==> src/rtl/fir_pkg.sv <==
// -----------------------------------------------------------------------------
// fir_pkg
// Shared definitions for the time-multiplexed FIR tap scheduler:
//   - fir_state_e   : sequencer states (IDLE waits for a sample, MAC walks taps)
//   - acc_w()       : accumulator/output width for a given sample width and
//                     tap count (sized so the full tap sum cannot overflow)
//   - FIR_CNT_W_DEF : default width of the optional drop counter
// -----------------------------------------------------------------------------
package fir_pkg;

    typedef enum logic [0:0] {
        FIR_IDLE = 1'b0,
        FIR_MAC  = 1'b1
    } fir_state_e;

    localparam int FIR_CNT_W_DEF = 16;

    // Product of two n-bit values is 2n bits; summing taps of them needs
    // clog2(taps) extra bits of headroom.
    function automatic int acc_w(input int n, input int taps);
        return (2 * n) + $clog2(taps);
    endfunction

endpackage : fir_pkg

==> src/rtl/fir_coef_bank.sv <==
// -----------------------------------------------------------------------------
// fir_coef_bank
// TAPS x N coefficient register file with one write port and one
// combinational read port. Clears to zero on synchronous active-low reset.
// A write and a read of the same index on one edge returns the old value,
// because the read is taken from the register contents before the edge.
//
// Ports:
//   i_clk     in   clock, rising edge
//   i_rst_n   in   synchronous active-low reset
//   i_we      in   write strobe
//   i_addr    in   write index
//   i_data    in   write value
//   i_raddr   in   read index (tap sequencer)
//   o_rdata   out  coefficient at i_raddr
// -----------------------------------------------------------------------------
module fir_coef_bank
    import fir_pkg::*;
#(
    parameter int N    = 16,
    parameter int TAPS = 8
) (
    input  logic                    i_clk,
    input  logic                    i_rst_n,
    input  logic                    i_we,
    input  logic [$clog2(TAPS)-1:0] i_addr,
    input  logic [N-1:0]            i_data,
    input  logic [$clog2(TAPS)-1:0] i_raddr,
    output logic [N-1:0]            o_rdata
);

    localparam int AW = $clog2(TAPS);

    logic [N-1:0] r_coef [TAPS];

    // Coefficient storage: reset to zero, otherwise load the addressed entry.
    always_ff @(posedge i_clk) begin
        if (!i_rst_n) begin
            for (int k = 0; k < TAPS; k++) begin
                r_coef[k] <= {N{1'b0}};
            end
        end else begin
            for (int k = 0; k < TAPS; k++) begin
                if (i_we && (i_addr == AW'(k))) begin
                    r_coef[k] <= i_data;
                end
            end
        end
    end

    assign o_rdata = r_coef[i_raddr];

endmodule : fir_coef_bank

==> src/rtl/fir_tap_scheduler.sv <==
// -----------------------------------------------------------------------------
// fir_tap_scheduler
// Time-multiplexed FIR: one output per accepted sample, produced by walking a
// single multiply-accumulate over the TAPS delay-line entries. x[0] is the
// newest sample and is weighted by c[0].
//
// Optional build macro: FIR_TAP_SCHED_DROP_CNT_EN adds DROP_CNT, a saturating
// count of samples offered (EN=1, R_IN=1) while a pass was in progress.
//
// Ports:
//   CLK        in   clock, rising edge
//   RST_N      in   synchronous active-low reset
//   EN         in   global enable; low freezes sequencing
//   R_IN       in   input sample valid (only honoured while idle)
//   D_IN       in   input sample, N bits unsigned
//   BUSY       out  high while a MAC pass is running
//   COEF_WE    in   coefficient write strobe (independent of EN/state)
//   COEF_ADDR  in   coefficient index
//   COEF_DATA  in   coefficient value, N bits unsigned
//   R_OUT      out  one-cycle result valid pulse
//   D_OUT      out  filter result, held until the next result
//   DROP_CNT   out  (macro only) dropped-sample counter
//
// Latency: accept at edge t0 -> R_OUT/D_OUT valid after edge t0+TAPS with EN
// held high; a new sample can be accepted in the R_OUT cycle.
// -----------------------------------------------------------------------------
module fir_tap_scheduler
    import fir_pkg::*;
#(
    parameter int N    = 16,
    parameter int TAPS = 8
`ifdef FIR_TAP_SCHED_DROP_CNT_EN
    ,
    parameter int CNT_W = FIR_CNT_W_DEF
`endif
) (
    input  logic                        CLK,
    input  logic                        RST_N,
    input  logic                        EN,
    input  logic                        R_IN,
    input  logic [N-1:0]                D_IN,
    output logic                        BUSY,
    input  logic                        COEF_WE,
    input  logic [$clog2(TAPS)-1:0]     COEF_ADDR,
    input  logic [N-1:0]                COEF_DATA,
    output logic                        R_OUT,
    output logic [acc_w(N, TAPS)-1:0]   D_OUT
`ifdef FIR_TAP_SCHED_DROP_CNT_EN
    ,
    output logic [CNT_W-1:0]            DROP_CNT
`endif
);

    localparam int ACC_W = acc_w(N, TAPS);
    localparam int AW    = $clog2(TAPS);

    localparam logic [0:0] S_IDLE = FIR_IDLE;
    localparam logic [0:0] S_MAC  = FIR_MAC;

    localparam logic [AW-1:0] IDX_LAST = AW'(TAPS - 1);
    localparam logic [AW-1:0] IDX_ONE  = AW'(1);

    logic [0:0]       r_state;
    logic [AW-1:0]    r_idx;
    logic [ACC_W-1:0] r_acc;
    logic [ACC_W-1:0] r_dout;
    logic             r_rout;
    logic [N-1:0]     r_x [TAPS];

    logic [N-1:0]     w_coef;
    logic [2*N-1:0]   w_prod;
    logic [ACC_W-1:0] w_sum;
    logic             w_busy;

    fir_coef_bank #(
        .N    (N),
        .TAPS (TAPS)
    ) u_coef_bank (
        .i_clk   (CLK),
        .i_rst_n (RST_N),
        .i_we    (COEF_WE),
        .i_addr  (COEF_ADDR),
        .i_data  (COEF_DATA),
        .i_raddr (r_idx),
        .o_rdata (w_coef)
    );

    // Operands widened before the multiply so the full 2N-bit product is kept.
    assign w_prod = {{N{1'b0}}, r_x[r_idx]} * {{N{1'b0}}, w_coef};
    assign w_sum  = r_acc + {{AW{1'b0}}, w_prod};
    assign w_busy = (r_state == S_MAC);

    // Sequencer, delay line and accumulator. R_OUT defaults low every edge so
    // it stays a single pulse even when EN drops right after a result.
    always_ff @(posedge CLK) begin
        if (!RST_N) begin
            r_state <= S_IDLE;
            r_idx   <= {AW{1'b0}};
            r_acc   <= {ACC_W{1'b0}};
            r_dout  <= {ACC_W{1'b0}};
            r_rout  <= 1'b0;
            for (int k = 0; k < TAPS; k++) begin
                r_x[k] <= {N{1'b0}};
            end
        end else begin
            r_rout <= 1'b0;
            if (EN) begin
                case (r_state)
                    S_IDLE: begin
                        if (R_IN) begin
                            for (int k = TAPS - 1; k > 0; k--) begin
                                r_x[k] <= r_x[k-1];
                            end
                            r_x[0]  <= D_IN;
                            r_acc   <= {ACC_W{1'b0}};
                            r_idx   <= {AW{1'b0}};
                            r_state <= S_MAC;
                        end
                    end
                    S_MAC: begin
                        r_acc <= w_sum;
                        if (r_idx == IDX_LAST) begin
                            r_dout  <= w_sum;
                            r_rout  <= 1'b1;
                            r_idx   <= {AW{1'b0}};
                            r_state <= S_IDLE;
                        end else begin
                            r_idx <= r_idx + IDX_ONE;
                        end
                    end
                    default: begin
                        r_idx   <= {AW{1'b0}};
                        r_state <= S_IDLE;
                    end
                endcase
            end
        end
    end

    assign BUSY  = w_busy;
    assign R_OUT = r_rout;
    assign D_OUT = r_dout;

`ifdef FIR_TAP_SCHED_DROP_CNT_EN
    logic [CNT_W-1:0] r_drop;

    // Count samples offered while a pass is running; holds at all-ones.
    always_ff @(posedge CLK) begin
        if (!RST_N) begin
            r_drop <= {CNT_W{1'b0}};
        end else if (EN && R_IN && w_busy && (r_drop != {CNT_W{1'b1}})) begin
            r_drop <= r_drop + {{(CNT_W-1){1'b0}}, 1'b1};
        end
    end

    assign DROP_CNT = r_drop;
`endif

endmodule : fir_tap_scheduler
==> config.mk <==
export PLATFORM = sky130hd
export DESIGN_NAME = fir_tap_scheduler
export DESIGN_NICKNAME = d
export VERILOG_FILES = /design/src/rtl/fir_pkg.sv /design/src/rtl/fir_coef_bank.sv /design/src/rtl/fir_tap_scheduler.sv
export SDC_FILE = /design/constraint.sdc
export NUM_CORES = 1
export LEC_CHECK = 0
export BUFFER_PORTS_ARGS = -buffer_cell sky130_fd_sc_hd__buf_2
export CAP_MARGIN = 5
export CORE_MARGIN = 5
export CORE_UTILIZATION = 57
export CTS_CLUSTER_DIAMETER = 150
export DETAILED_ROUTE_END_ITERATION = 12
export PLACE_DENSITY_LB_ADDON = 0.15
export SLEW_MARGIN = 25
export SYNTH_ARGS = -nofsm -noshare
export SYNTH_HDL_FRONTEND = slang
export SYNTH_HIERARCHICAL = 1
export SYNTH_SLANG_ARGS = --single-unit
==> constraint.sdc <==
create_clock -name CLK -period 11.9 [get_ports CLK]
set_input_delay 2.38 -clock CLK [delete_from_list [all_inputs] [get_ports CLK]]
set_output_delay 2.38 -clock CLK [all_outputs]
set_load 0.01 [all_outputs]
After elaboration in Yosys (flattened, before gate mapping):

Memory sizes are Yosys's and may differ from the RTL's. A register that Yosys moved wholly into a read port is not among the register bits.
Cells that the tools add are included.

* memories: 2
* bits in writable memories: 256
* bits in registers: 75
* output and inout bits: 37

Memory list
* r_x: words 8, bits a word 16, rd ports 8, clocked after memory_dff 1, wr ports 8, line fir_tap_scheduler.sv:68 `logic [N-1:0] r_x [TAPS];`
* u_coef_bank.r_coef: words 8, bits a word 16, rd ports 1, clocked after memory_dff 1, wr ports 8, line fir_coef_bank.sv:34 `logic [N-1:0] r_coef [TAPS];`

* bitwise gates (word level): 17
* equality and inequality tests: 9
* multiply operators: 1
* reductions and logical operators: 12
* add/sub/neg operators: 2
* muxes and demuxes: 58

Operators by type and width (count)
* $mux 16: 16
* $pmux 35 s2: 1
* $add 35x32->35: 1
* $mux 35: 1
* $mul 16x16->32: 1
* $mux 1: 32
* $mux 3: 6
* $or 1x1->1: 16
* $eq 3x3->1 const B: 5
* $logic_and 1x1->1: 8
* $eq 3x2->1 const B: 2
* $pmux 3 s2: 1
* $reduce_and 3->1: 2
* $add 3x1->3 const B: 1
* $eq 3x1->1 const B: 1
* $logic_not 3->1: 1
* $ne 2x2->1 const B: 1
* $pmux 1 s2: 1
* $reduce_and 2->1: 1
* $not 1->1: 1

Depth between registers and ports, before layout:

* depth in word-level cells: 6
* depth in mapped cells: 28

Cells and area by module:

The synthesis kept the hierarchy.

By module, submodules not included
* fir_tap_scheduler: seq. area each 5405.2 um2, cells an instance 1768, instances 1, area an instance 18183.7 um2
* fir_coef_bank: seq. area each 3843.7 um2, cells an instance 343, instances 1, area an instance 5566.6 um2

Worst setup path after synthesis:

Ideal clock, no wire load.

* kind: input-to-reg
* from: in R_IN
* to: mem r_x[0][0] (enable)
* cell stages on the path: 2
* library setup time: 0.792 ns
* path slack: -0.274 ns
* arrival: 11.382 ns
* cells stage by stage: nand2_1 o21ai_0

RTL lines
* start: declaration: line fir_tap_scheduler.sv:40 `input logic R_IN,`
* end: declaration: line fir_tap_scheduler.sv:68

==> metrics.csv <==
stage,metric,value,unit
global_routing,GRT Total Usage,0.232,
place,gpl congestion,0.844,
finish,area grow syn2layout,7.74,%
global_routing,antenna violations before repair,0,
logic_synthesis,post-synthesis simple-gate area fraction,0.145,
clocking,CTS Buffer Depth,3,
logic_synthesis,#FFs+latches synth,334,
worst_hold_path,hold path endpoint,D_OUT[21]$_SDFFE_PN0P_,
clocking,root buf cell,clkbuf_16,
place,Placed Cells incl. Taps,2623,
timing,endpoints failing hold,0,
worst_hold_path,Hold Crit Class,reg2reg,
critical_path,crit path kind,reg2reg,
global_routing,vias in the first global route,16688,
critical_path,crit start category,flip-flop,
power,Pleak,0.0111,uW
clocking,worst-skew pair later-pin latency,560,ps
job,Max-Cap Viols,0,
timing,Final Cycle Share,0.654,
floorplanning,I/O pin count,77,
clocking,Worst-path clk slew,60,ps
route,final wirelength,51.7,mm
route,met3 WL,2.03,mm
floorplanning,DIE AREA,0.0458,mm2
timing,hold_ws,447,ps
route,wire per inst,19.2,um
clocking,Post-CTS Hold Fix Bufs,0,
floorplanning,Rows,74,
logic_synthesis,mapped cell area,0.0238,mm2
worst_hold_path,Hold Crit Depth,2,
critical_path,FF-to-FF path depth,23,
critical_path,crit end category,flip-flop,
logic_synthesis,XOR/XNOR Fraction of Synth Area,0.0110,
route,metal1 wirelength,21.2,mm
logic_synthesis,number of synthesized flops with an enable pin,256,
critical_path,Worst Path Required,12340,ps
route,DR pass1 iterations,4,
logic_synthesis,synth unique cells,71,
run_status,status,"complete, no violations",
route,DR top layer,met4,
global_routing,pin count of the biggest net entering global routing,129,
clocking,CTS tree,done,
finish,Nets,2508,
timing,skew final,20.9,ps
worst_hold_path,HP Start,D_OUT[21]$_SDFFE_PN0P_,
logic_synthesis,syn avg cell area,11.3,um2
route,vias post-DR,15252,
critical_path,worst-path fanout max,32,
route,Vias per Instance,5.68,
global_routing,GRT Residual Overflow,0,
route,number of remaining DRC errors,0,
clocking,Max H-tree Level,2,
floorplanning,Initial Util,0.579,
timing,worst setup slack after layout,4120,ps
power,Power Dens Cells,215,mW/mm2
timing,fin. max-slew vios,0,
floorplanning,core area,0.0410,mm2
critical_path,FF-to-FF setup slack,4120,ps
logic_synthesis,YS warnings,6,
timing,crit path time final,7780,ps
route,WL met2,26.9,mm
route,Initial DRC Count,937,
place,Place WS,3960,ps
timing,RSZ-0062 raised after global routing,false,
critical_path,reg2reg end,r_acc[34]$_SDFFE_PN0P_,
clocking,setup bufs post-CTS,0,
finish,n_diodes,0,
logic_synthesis,mux contribution to synthesized area,0.0811,
finish,layout cells sized above 1,0.105,
clocking,post-CTS resize count,0,
route,remaining antenna violation count,0,
logic_synthesis,Mapped Nets,2488,
logic_synthesis,top_reg_cell synth,edfxtp_1,
logic_synthesis,async set-reset flop share out of synthesis,0,
logic_synthesis,Synth Area in Adders,0.249,
power,Total Power,5510,uW
clocking,CTS sink count,334,
power,maximum VDD drop,0.387,mV
logic_synthesis,register area share after synthesis,0.389,
timing,Max Fclk,128,MHz
floorplanning,die height,214,um
finish,final cell count without fillers,2687,
timing,Rel. slew slack,0.327,
critical_path,CP arrival,8220,ps
logic_synthesis,largest family of logic cells by synthesized area,adder cells,
place,PortBufs,76,
logic_synthesis,synthesized instance count,2111,
logic_synthesis,Synth Area in Compound Gates,0.0505,
place,dpl hpwl,36.6,mm
clocking,CTS buffer count,38,
global_routing,first-pass GRT wire length,86.0,mm
floorplanning,die width,214,um
timing,Fin Setup TNS,0,ps
timing,setup violators final,0,
timing,Slew @ Worst Pin,1010,ps
## registers in the layout (all words and copies together), names as in the netlist, named ones only
signal              count
D_OUT                  35
R_OUT                   1
r_acc                  35
r_x                   128
r_idx                   3
BUSY                    1
u_coef_bank/r_coef    128
## layer usage
| metal | global-route usage | vias up |
|---|---|---|
| li1 | - | 6921 |
| met3 | 0.0275 | 84 |
| met4 | 0.0777 | 0 |
| met2 | 0.420 | 324 |
| met1 | 0.291 | 7923 |
| met5 | 0 | - |
## cell usage in the layout (no fill, tap or decap), types with 8 or more instances in the layout
cell type / instances
inv_1: 345
edfxtp_1: 256
nand2_1: 239
and2_1: 238
fa_1: 226
nor2_1: 115
ha_1: 111
dfxtp_1: 76
buf_2: 76
clkbuf_16: 39
mux4_2: 36
a21oi_1: 36
mux2_2: 31
nor2b_1: 31
mux4_1: 28
o21ai_0: 22
xnor2_1: 19
a22oi_1: 19
a21o_1: 16
buf_4: 15
o21ai_1: 14
nand4_1: 12
nand3_1: 11
a21boi_0: 11
clkbuf_1: 9
xor2_1: 8
a21boi_1: 8
## layout make-up
type	instances	area, um2
repair buffers	91	493
clock inverters	16	113
flip-flops and latches	334	9250
clock buffers	48	1010
fillers	3343	15400
multi-input cells	1321	12800
inverters	345	1290
well taps	532	666
## per-stage QoR
stage               instance area (um2)   util
floorplan                         23800      -
detailed placement                24500  0.596
global route                      25600  0.624
CTS                               25600  0.624
finish                            25600  0.624
global placement                  24500  0.596
## how the worst max path moves through the flow
stage | startpoint | endpoint | slack, ps | cells past startpoint
after global routing | flip-flop | r_acc[34]$_SDFFE_PN0P_ | 3640 | 23
after CTS | r_idx[0]$_SDFFE_PN0P_ | r_acc[34]$_SDFFE_PN0P_ | 3930 | 22
after detailed placement | r_idx[0]$_SDFFE_PN0P_ | r_acc[34]$_SDFFE_PN0P_ | 3960 | 21
after floorplan | R_IN | r_x[0][0]$_SDFFCE_PN0P_ | 3180 | 2
final | flip-flop | r_acc[34]$_SDFFE_PN0P_ | 4120 | 23
after global placement | r_idx[0]$_SDFFE_PN0P_ | r_acc[34]$_SDFFE_PN0P_ | 4040 | 21
## critical path: stages, from the launching register on
cell	delay (ps)
dfxtp_2	310
buf_4	500
mux4_2	590
mux2_2	450
and2_1	250
fa_1	530
inv_1	50
fa_1	460
fa_1	520
inv_1	60
fa_1	490
fa_1	500
inv_1	50
fa_1	470
inv_1	40
ha_1	350
o211ai_1	200
nand2_1	160
a311oi_2	410
nand2_1	170
a211o_1	320
and3_4	180
or2_0	210
a311o_1	340
## power by group
part	leakage, uW	switching [uW]	internal, uW
clock	0.000552	472	604
sequential	0.00323	36.2	1340
combinational	0.00734	1900	1150
## cell usage after synthesis (all sizes together), types with 6 or more instances
master  count  area [um2]
mux4       64        1550
dfxtp      78        1560
edfxtp    256        7690
nand3      11        55.1
nand4      12        75.1
a21o       17         129
nor2b      31         194
inv       345        1290
a21boi     19         143
ha        111        1390
a21oi      36         180
clkbuf     91         343
buf        20         131
and3        7        48.8
a22oi      19         143
fa        226        4520
o21ai      38         190
nand2     239         897
xor2        8        70.1
mux2       31         349
xnor2      19         166
nand2b      6        37.5
nor2      115         432
and2      238        1490
## logic make-up (layout without fill, tap and decap cells)
logic type | count (synthesis) | after routing
AO/OA/AOI/OAI | 174 | 174
XOR/XNOR | 28 | 28
adder cells (fa/ha/maj) | 337 | 337
buffers and inverters | 456 | 500
flip-flops | 334 | 334
multiplexers | 98 | 98
AND/OR/NAND/NOR | 684 | 684
Power figures use the tool's default switching activity.
